--- src/rtl/irda_nec_pkg.sv ---
// NEC IR link shared definitions: timing constants (clk cycles at 50 MHz),
// receiver FSM states and the tolerance window check.
package irda_nec_pkg;

  localparam logic [19:0] T_LEAD_MARK  = 20'd450000;
  localparam logic [19:0] T_LEAD_SPACE = 20'd225000;
  localparam logic [19:0] T_REP_SPACE  = 20'd112500;
  localparam logic [19:0] T_BIT_MARK   = 20'd28000;
  localparam logic [19:0] T_ZERO_SPACE = 20'd28250;
  localparam logic [19:0] T_ONE_SPACE  = 20'd84500;
  localparam logic [19:0] T_TIMEOUT    = 20'd600000;
  localparam int          TOL_SHIFT    = 2;

  typedef enum logic [2:0] {
    ST_IDLE,
    ST_LEAD_MARK,
    ST_LEAD_SPACE,
    ST_BIT_MARK,
    ST_BIT_SPACE,
    ST_STOP,
    ST_REP_STOP
  } state_e;

  // Inclusive window: nominal +/- (nominal >> TOL_SHIFT)
  function automatic logic win_ok(
    input logic [19:0] width,
    input logic [19:0] nominal
  );
    logic [19:0] d;
    d = nominal >> TOL_SHIFT;
    return (width >= nominal - d) &&
           (width <= nominal + d);
  endfunction

endpackage

--- src/rtl/irda_nec_if.sv ---
// Receiver-side bundle: raw IR pin in, decoded frame
// results and status pulses out.
interface irda_nec_if;
  logic        irda_rx;
  logic [15:0] custom_code;
  logic [15:0] data_code;
  logic        data_valid;
  logic        repeat_valid;
  logic        frame_err;
  logic        busy;

  modport master (
    input  irda_rx,
    output custom_code, data_code,
    output data_valid, repeat_valid,
    output frame_err, busy
  );

  modport slave (
    output irda_rx,
    input  custom_code, data_code,
    input  data_valid, repeat_valid,
    input  frame_err, busy
  );
endinterface

--- src/rtl/irda_pulse_meter.sv ---
// IR pin synchroniser, mark edge detector and saturating
// width counter; edges and width appear 3 clk after the pin.
module irda_pulse_meter #(
  parameter bit          RX_ACTIVE_LOW = 1'b1,
  parameter logic [19:0] T_TIMEOUT =
    irda_nec_pkg::T_TIMEOUT
) (
  input  logic        clk,
  input  logic        rst_n,
  input  logic        irda_rx,
  output logic        mark_rise,
  output logic        mark_fall,
  output logic        timeout,
  output logic [19:0] width
);
  import irda_nec_pkg::*;

  logic        w_mark;
  logic        w_rise;
  logic        w_fall;
  logic        r_s1;
  logic        r_s2;
  logic        r_s3;
  logic        r_rise;
  logic        r_fall;
  logic [19:0] r_cnt;
  logic [19:0] r_width;

  assign w_mark = RX_ACTIVE_LOW ? ~irda_rx : irda_rx;
  assign w_rise = r_s2 & ~r_s3;
  assign w_fall = ~r_s2 & r_s3;

  always_ff @(posedge clk or negedge rst_n) begin
    if (!rst_n) begin
      r_s1    <= 1'b0;
      r_s2    <= 1'b0;
      r_s3    <= 1'b0;
      r_rise  <= 1'b0;
      r_fall  <= 1'b0;
      r_cnt   <= '0;
      r_width <= '0;
    end else begin
      r_s1   <= w_mark;
      r_s2   <= r_s1;
      r_s3   <= r_s2;
      r_rise <= w_rise;
      r_fall <= w_fall;
      // Width is the count before the clear to 1
      if (w_rise || w_fall) begin
        r_width <= r_cnt;
        r_cnt   <= 20'd1;
      end else if (r_cnt < T_TIMEOUT) begin
        r_cnt <= r_cnt + 20'd1;
      end
    end
  end

  assign mark_rise = r_rise;
  assign mark_fall = r_fall;
  assign width     = r_width;
  assign timeout   = (r_cnt == T_TIMEOUT);

endmodule

--- src/rtl/irda_nec_rx.sv ---
// NEC frame receiver: leader/bit timing FSM, 32-bit MSB-first
// shift register, held codes and one-cycle status pulses.
module irda_nec_rx #(
  parameter bit          RX_ACTIVE_LOW = 1'b1,
  parameter logic [19:0] T_LEAD_MARK =
    irda_nec_pkg::T_LEAD_MARK,
  parameter logic [19:0] T_LEAD_SPACE =
    irda_nec_pkg::T_LEAD_SPACE,
  parameter logic [19:0] T_REP_SPACE =
    irda_nec_pkg::T_REP_SPACE,
  parameter logic [19:0] T_BIT_MARK =
    irda_nec_pkg::T_BIT_MARK,
  parameter logic [19:0] T_ZERO_SPACE =
    irda_nec_pkg::T_ZERO_SPACE,
  parameter logic [19:0] T_ONE_SPACE =
    irda_nec_pkg::T_ONE_SPACE,
  parameter logic [19:0] T_TIMEOUT =
    irda_nec_pkg::T_TIMEOUT
) (
  input logic        clk,
  input logic        rst_n,
  irda_nec_if.master bus
);
  import irda_nec_pkg::*;

  logic        w_rise;
  logic        w_fall;
  logic        w_sat;
  logic [19:0] w_width;
  logic        w_edge;
  logic        w_ok;
  logic        w_lsp_ok;
  logic        w_rsp_ok;
  logic        w_zero_ok;
  logic        w_one_ok;
  logic [31:0] w_sr_nxt;

  state_e      r_state;
  logic [31:0] r_sr;
  logic [4:0]  r_bit_cnt;
  logic [15:0] r_custom;
  logic [15:0] r_data;
  logic        r_dv;
  logic        r_rv;
  logic        r_err;

  irda_pulse_meter #(
    .RX_ACTIVE_LOW (RX_ACTIVE_LOW),
    .T_TIMEOUT     (T_TIMEOUT)
  ) u_meter (
    .clk       (clk),
    .rst_n     (rst_n),
    .irda_rx   (bus.irda_rx),
    .mark_rise (w_rise),
    .mark_fall (w_fall),
    .timeout   (w_sat),
    .width     (w_width)
  );

  always_comb begin
    w_lsp_ok  = win_ok(w_width, T_LEAD_SPACE);
    w_rsp_ok  = win_ok(w_width, T_REP_SPACE);
    w_zero_ok = win_ok(w_width, T_ZERO_SPACE);
    w_one_ok  = win_ok(w_width, T_ONE_SPACE);
    w_sr_nxt  = {r_sr[30:0], w_one_ok};
    w_edge    = w_rise;
    w_ok      = 1'b0;
    unique case (r_state)
      ST_LEAD_MARK: begin
        w_edge = w_fall;
        w_ok   = win_ok(w_width, T_LEAD_MARK);
      end
      ST_LEAD_SPACE: w_ok = w_lsp_ok | w_rsp_ok;
      ST_BIT_MARK: begin
        w_edge = w_fall;
        w_ok   = win_ok(w_width, T_BIT_MARK);
      end
      ST_BIT_SPACE: w_ok = w_zero_ok | w_one_ok;
      ST_STOP, ST_REP_STOP: begin
        w_edge = w_fall;
        w_ok   = 1'b1;
      end
      default: ;
    endcase
  end

  always_ff @(posedge clk or negedge rst_n) begin
    if (!rst_n) begin
      r_state   <= ST_IDLE;
      r_sr      <= '0;
      r_bit_cnt <= '0;
      r_custom  <= '0;
      r_data    <= '0;
      r_dv      <= 1'b0;
      r_rv      <= 1'b0;
      r_err     <= 1'b0;
    end else begin
      r_dv  <= 1'b0;
      r_rv  <= 1'b0;
      r_err <= 1'b0;
      if (r_state == ST_IDLE) begin
        if (w_rise) r_state <= ST_LEAD_MARK;
      end else if (w_edge && w_ok) begin
        unique case (r_state)
          ST_LEAD_MARK: r_state <= ST_LEAD_SPACE;
          ST_LEAD_SPACE: begin
            unique case (1'b1)
              w_lsp_ok: begin
                r_bit_cnt <= '0;
                r_sr      <= '0;
                r_state   <= ST_BIT_MARK;
              end
              default: r_state <= ST_REP_STOP;
            endcase
          end
          ST_BIT_MARK: r_state <= ST_BIT_SPACE;
          ST_BIT_SPACE: begin
            r_sr      <= w_sr_nxt;
            r_bit_cnt <= r_bit_cnt + 5'd1;
            if (r_bit_cnt == 5'd31) begin
              r_state  <= ST_STOP;
              r_dv     <= 1'b1;
              r_custom <= w_sr_nxt[31:16];
              r_data   <= w_sr_nxt[15:0];
            end else begin
              r_state <= ST_BIT_MARK;
            end
          end
          ST_STOP: r_state <= ST_IDLE;
          ST_REP_STOP: begin
            r_state <= ST_IDLE;
            r_rv    <= 1'b1;
          end
          default: r_state <= ST_IDLE;
        endcase
      end else if (w_edge || w_sat) begin
        // Bad width or stalled line: drop the frame
        r_state   <= ST_IDLE;
        r_err     <= 1'b1;
        r_sr      <= '0;
        r_bit_cnt <= '0;
      end
    end
  end

  assign bus.custom_code  = r_custom;
  assign bus.data_code    = r_data;
  assign bus.data_valid   = r_dv;
  assign bus.repeat_valid = r_rv;
  assign bus.frame_err    = r_err;
  assign bus.busy         = (r_state != ST_IDLE);

endmodule

--- src/flat_wrapper.sv ---
// flat-port wrapper written by rule: the top's interface ports become plain ports
module irda_nec_rx_flat import irda_nec_pkg::*;
#(
  parameter bit          RX_ACTIVE_LOW = 1'b1,
  parameter logic [19:0] T_LEAD_MARK =
    irda_nec_pkg::T_LEAD_MARK,
  parameter logic [19:0] T_LEAD_SPACE =
    irda_nec_pkg::T_LEAD_SPACE,
  parameter logic [19:0] T_REP_SPACE =
    irda_nec_pkg::T_REP_SPACE,
  parameter logic [19:0] T_BIT_MARK =
    irda_nec_pkg::T_BIT_MARK,
  parameter logic [19:0] T_ZERO_SPACE =
    irda_nec_pkg::T_ZERO_SPACE,
  parameter logic [19:0] T_ONE_SPACE =
    irda_nec_pkg::T_ONE_SPACE,
  parameter logic [19:0] T_TIMEOUT =
    irda_nec_pkg::T_TIMEOUT
)
  (clk, rst_n, bus_irda_rx, bus_custom_code, bus_data_code, bus_data_valid, bus_repeat_valid, bus_frame_err, bus_busy);
  irda_nec_if bus_i ();
  input logic clk;
  input logic rst_n;
  input wire logic [$bits(bus_i.irda_rx)-1:0] bus_irda_rx;
  output wire logic [$bits(bus_i.custom_code)-1:0] bus_custom_code;
  output wire logic [$bits(bus_i.data_code)-1:0] bus_data_code;
  output wire logic [$bits(bus_i.data_valid)-1:0] bus_data_valid;
  output wire logic [$bits(bus_i.repeat_valid)-1:0] bus_repeat_valid;
  output wire logic [$bits(bus_i.frame_err)-1:0] bus_frame_err;
  output wire logic [$bits(bus_i.busy)-1:0] bus_busy;
  assign bus_i.irda_rx = bus_irda_rx;
  assign bus_custom_code = bus_i.custom_code;
  assign bus_data_code = bus_i.data_code;
  assign bus_data_valid = bus_i.data_valid;
  assign bus_repeat_valid = bus_i.repeat_valid;
  assign bus_frame_err = bus_i.frame_err;
  assign bus_busy = bus_i.busy;
  irda_nec_rx #(.RX_ACTIVE_LOW(RX_ACTIVE_LOW), .T_LEAD_MARK(T_LEAD_MARK), .T_LEAD_SPACE(T_LEAD_SPACE), .T_REP_SPACE(T_REP_SPACE), .T_BIT_MARK(T_BIT_MARK), .T_ZERO_SPACE(T_ZERO_SPACE), .T_ONE_SPACE(T_ONE_SPACE), .T_TIMEOUT(T_TIMEOUT)) u_core (.clk(clk), .rst_n(rst_n), .bus(bus_i));
endmodule
--- config.mk ---
export PLATFORM = sky130hd
export DESIGN_NAME = irda_nec_rx_flat
export DESIGN_NICKNAME = d
export VERILOG_FILES = /design/src/rtl/irda_nec_pkg.sv /design/src/rtl/irda_nec_if.sv /design/src/rtl/irda_pulse_meter.sv /design/src/rtl/irda_nec_rx.sv /design/src/flat_wrapper.sv
export SDC_FILE = /design/constraint.sdc
export NUM_CORES = 1
export LEC_CHECK = 0
export CELL_PAD_IN_SITES_DETAIL_PLACEMENT = 1
export CELL_PAD_IN_SITES_GLOBAL_PLACEMENT = 1
export CORE_MARGIN = 1
export CORE_UTILIZATION = 30
export CTS_CLUSTER_SIZE = 14
export DETAILED_ROUTE_END_ITERATION = 10
export PLACE_DENSITY = 0.54
export RECOVER_POWER = 100
export SLEW_MARGIN = 30
export SYNTH_ARGS = -nofsm -noshare
export SYNTH_HDL_FRONTEND = slang
export SYNTH_HIERARCHICAL = 1
export SYNTH_SLANG_ARGS = --single-unit
--- constraint.sdc ---
create_clock -name clk -period 3.5 [get_ports clk]
set_clock_uncertainty 0.15 [all_clocks]
set_input_delay 0.35 -clock clk [delete_from_list [all_inputs] [get_ports clk]]
set_output_delay 0.35 -clock clk [all_outputs]
set_load 0.02 [all_outputs]
==> results by stage <==
Outcome:
- The flow ran to the end, but the final reports show violations.
- The checks that failed: max-capacitance violations, max-slew violations.

Synth:
- The synthesized-area fraction occupied by ao, oa, aoi and oai cells is about 17%.
- After synthesis, the largest family of logic cells by area is compound AO/OA/AOI/OAI gates.
- After synthesis the cells add up to between 6000 and 7000 um2.
- Summing the areas of all xor and xnor instances in the mapped netlist gives 1.452% of the synthesized area.
- The area fraction of the dominant cell type after synthesis is 49.38%.
- The number of instances in the synthesized netlist is around 540.
- The average instance in the mapped netlist occupies between 10 and 15 um2.
- Counting flops with a built-in enable in the synthesized netlist gives 0.
- Of the total synthesized cell area, the portion taken by full adders, half adders and majority gates is around 1.2%.
- After synthesis, the cell types taking the most area are dfrtp_1 49%, mux2_4 7.2%, a22o_1 4.9%.
- The number of warnings reported in the yosys synthesis log is 6.
- By count the netlist is led by 119 x dfrtp_1, 34 x a22o_1, 31 x nand2_1.
- Synthesis inferred 119 register bits.
- Of all cell types, the one taking the most synthesized area is dfrtp_1.
- Among all cell types in the netlist, the one instantiated most often is dfrtp_1.
- Counting every net in the synthesized netlist gives approximately 550.
- The post-synthesis async set-or-reset flop share is 100.0%.
- In the synthesized netlist the dominant register cell turns out to be dfrtp_1.
- The synthesized netlist devotes approximately 15% of its cell area to simple gates.
- The distinct cell type count after synthesis is between 70 and 80.
- The multiplexer share of the synthesized area is 10.75%.
- Sequential elements use roughly half of the synthesized area.

Clock tree:
- The clock root buffer master is clkbuf_16.
- The tree built by TritonCTS fans out to 119 sinks.
- In this run the deepest clock path goes through 2 buffers.
- The clock latency reported for the late side of the worst-skew pair is roughly 410 ps.
- Once the clock tree was built, the resizer swapped 0 gates to a different size.
- Clock tree synthesis inserted a total of 17 buffers.
- The cts-stage hold buffer count is 1.
- Clock-pin slew was measured on the worst setup and hold paths at 60 ps.
- The total number of H-tree levels is 4.
- TritonCTS built the clock tree.
- The number of post-CTS setup repair buffers is 0.

Global route:
- Global routing consumed, on the met3 layer, between 2 and 3% of the routing resources.
- The total overflow left after global routing is 0.
- The met2 usage is 25.17%.
- The wire length of the first global-routing pass is between 20000 and 30000 um.
- Entering global routing, the biggest net connects 63 pins.
- The most congested layer reported by global routing is met2.
- The number of global-route vias before repair is 4709.
- In the global route stage, met1 resource usage came out at 22.50%.
- The overall global routing resource usage is 16.20%.
- The initial antenna violation count is 0.

Route:
- The total number of vias is approximately 4600.
- The first detailed-routing pass ran for 4 iterations.
- In the routed layout, each cell is associated on average with a via count of about 5.3.
- The sum of routed wire length over all layers is 15330 um.
- After detailed routing, the average wire length per cell comes to 17.74 um.
- The detailed-route DRC error count is 0.
- In this run, the number of DRC markers left after iteration 0 of detailed routing was 250.
- The count of antenna-violating nets left after detailed routing is 0.

STA:
- The minimum period implied by the final worst setup slack is 3227 ps.
- The count of final max-slew check failures came to 63.
- The slew at the pin closest to its max-slew limit is 1601 ps.
- The maximum clock frequency is around 310 MHz.
- The share of the clock period used by the worst path is slightly above 90%.
- The final setup violation count is 0.
- The count of endpoints failing hold in the final timing report is 0.
- The worst relative slew slack is -6.745%.
- The least setup slack across all paths after layout is around 270 ps.
- Setup repair after global routing left no endpoint under its margin.
- The setup TNS is 0 ps.

Power and ir drop:
- The maximum vdd ir drop is between 0.3 and 0.4 mV.
- The leakage power total is around 3.4 nW.
- In this run the power density over the cells is between 400 and 500 nW/um2.

Floorplanning:
- The effective utilization at floorplan is a little under a third.
- The core region is ~20000 um2.
- The total die area is ~21000 um2.
- Measured along the y axis, the die boundary spans between 100 and 150 um.
- In this run the count of I/O pins placed on the die edge is 39.
- The floorplan has 51 rows.
- The floorplan step set the die width to approximately 140 um.

Finish:
- The area growth from synthesis to layout is 20.41%.
- The number of nets in the final layout is between 500 and 600.
- The number of antenna diodes in the final layout is 0.
- The fraction of final layout cells sized beyond drive strength 1 is 14.19%.

Setup path:
- For flop-to-flop paths, the worst setup slack is ~270 ps.
- The worst setup path is of the reg -> reg kind.
- In this design, the stage delay of the slowest critical-path cell is between 600 and 700 ps.
- The maximum fanout count along the critical path is 36.
- The nature of the critical path startpoint is a register.
- For this design, the slowest cell found on the critical path is or4_1.
- The most critical setup path has its startpoint at u_core/u_meter/width[16].
- The endpoint of the worst-slack reg-to-reg timing path is u_core/r_bit_cnt[0].
- The critical path goes through or4_1 > a211o_1 > nor3_1 > a2111oi_0 > a221oi_1 > nand3_1 > buf_4 > a41o_1 > buf_12 > mux2_2.
- The origin of the critical flop-to-flop path is u_core/u_meter/width[16].
- STA puts the critical path data required time at between 3000 and 4000 ps.
- The number of cells traversed by the worst register-to-register path is 10.
- For the worst setup path, the data arrival time is about 3400 ps.
- The category of the worst setup path capture point is a register.

Min path:
- The worst hold path endpoint is u_core/u_meter/r_s2.
- The beginning of the worst hold path is u_core/u_meter/r_s1.
- Counting instances, the worst hold path has a depth of 0.
- The worst hold path class is reg -> reg.

Run:
- The count of max-cap constraint violations is 1.

Place:
- The count of buffers inserted at the top-level ports is 38.
- Once detailed placement completed, the half-perimeter wirelength came to approximately 11000 um.
- Timing analysis after detailed placement gives a worst setup slack of around 250 ps.
- Routability-driven placement finished with a final weighted congestion of 0.8297.
[final cells by class]
type	instances	area, um2
Fill cell	2181	12330
Sequential cell	119	2978
Multi-Input combinational cell	365	2658
Timing Repair Buffer	69	634.4
Clock buffer	17	425.4
Tap cell	265	331.6
Clock inverter	15	182.7
Inverter	14	52.55
[sequential cells by signal (all words and copies together) (netlist names)]
signal                    flops
u_core/r_sr                  31
u_core/r_bit_cnt              5
u_core/bus.repeat_valid       1
u_core/u_meter/r_s1           1
u_core/u_meter/mark_rise      1
u_core/u_meter/width         20
u_core/bus.data_valid         1
u_core/u_meter/mark_fall      1
u_core/u_meter/r_cnt         20
u_core/bus.custom_code       16
u_core/u_meter/r_s3           1
u_core/u_meter/r_s2           1
u_core/bus.frame_err          1
u_core/r_state                3
u_core/bus.data_code         16
[worst max path at each step]
| stage | endpoint | slack (ps) | cells past startpoint |
|---|---|---|---|
| finish | u_core/r_bit_cnt[0] | 270 | 10 |
| global route | u_core/r_sr[13] | 60 | 11 |
| CTS | u_core/bus.data_code[2] | 250 | 9 |
| detailed placement | u_core/bus.data_code[1] | 250 | 9 |
| global placement | u_core/r_bit_cnt[0] | 230 | 10 |
| floorplan | u_core/bus.custom_code[0] | 360 | 9 |
[metrics by stage]
step / instances / hold WS (ps) / cell area [um2] / util (%) / power [mW]
3_5_place_dp: 831 / 186.3 / 6777 / 34.59 / 1.803
4_1_cts: 864 / 199.9 / 7395 / 37.75 / 3.643
2_1_floorplan: 538 / -95.59 / 6031 / - / 1.678
3_3_place_gp: 831 / 190.7 / 6777 / 34.59 / 1.794
6_report: 864 / 197.9 / 7262 / 37.07 / 3.583
5_1_grt: 864 / 201.7 / 7262 / 37.07 / 3.740
[metal layers]
metal / share of wire, % / vias to the layer above
li1: - / 2136
met2: 47 / 71
met1: 49 / 2345
met5: 0 / -
met3: 2.3 / 18
met4: 1.5 / 0
[critical path: cells and delay by family, from the launching register on]
| kind | cells | cell delay, ps |
|---|---|---|
| compound gates | 4 | 920 |
| buf+inv | 2 | 370 |
| flops | 1 | 370 |
| mux | 1 | 270 |
| simple gates | 3 | 1030 |
[cell usage in the layout (no fill, tap or decap), types with 4 or more instances in the layout]
master,instances
nand2b_1,8
inv_8,4
nand4_1,10
nor3_1,14
xnor2_1,8
nor2_1,27
a22o_1,34
nand2_1,31
dfrtp_1,119
clkbuf_16,17
buf_4,23
or3_1,8
nor4_1,13
or4_1,7
o31ai_1,4
inv_6,5
dlygate4sd3_1,38
nand3b_1,4
mux2_2,18
and2_1,5
and3_1,4
a21oi_1,15
nor2b_1,4
ha_1,6
nor4b_1,6
inv_1,14
mux2_1,28
o21ai_0,23
o21a_1,9
a2111oi_0,6
nand3_1,14
a31oi_1,5
[kinds of logic after synthesis]
group                      after synthesis
AOI/OAI and AO/OA                      136
muxes                                   48
DFF                                    119
xor gates and xnor gates                10
buffers and inverters                   54
adders and majority gates                6
and+or+nand+nor                        165
[where the power goes]
part           switching, mW  total (mW)  internal (mW)
clock                  0.729        1.81           1.08
combinational          0.219       0.329          0.109
sequential            0.0391        1.44           1.40
total                  0.988        3.58           2.60
Power figures use the tool's default switching activity.
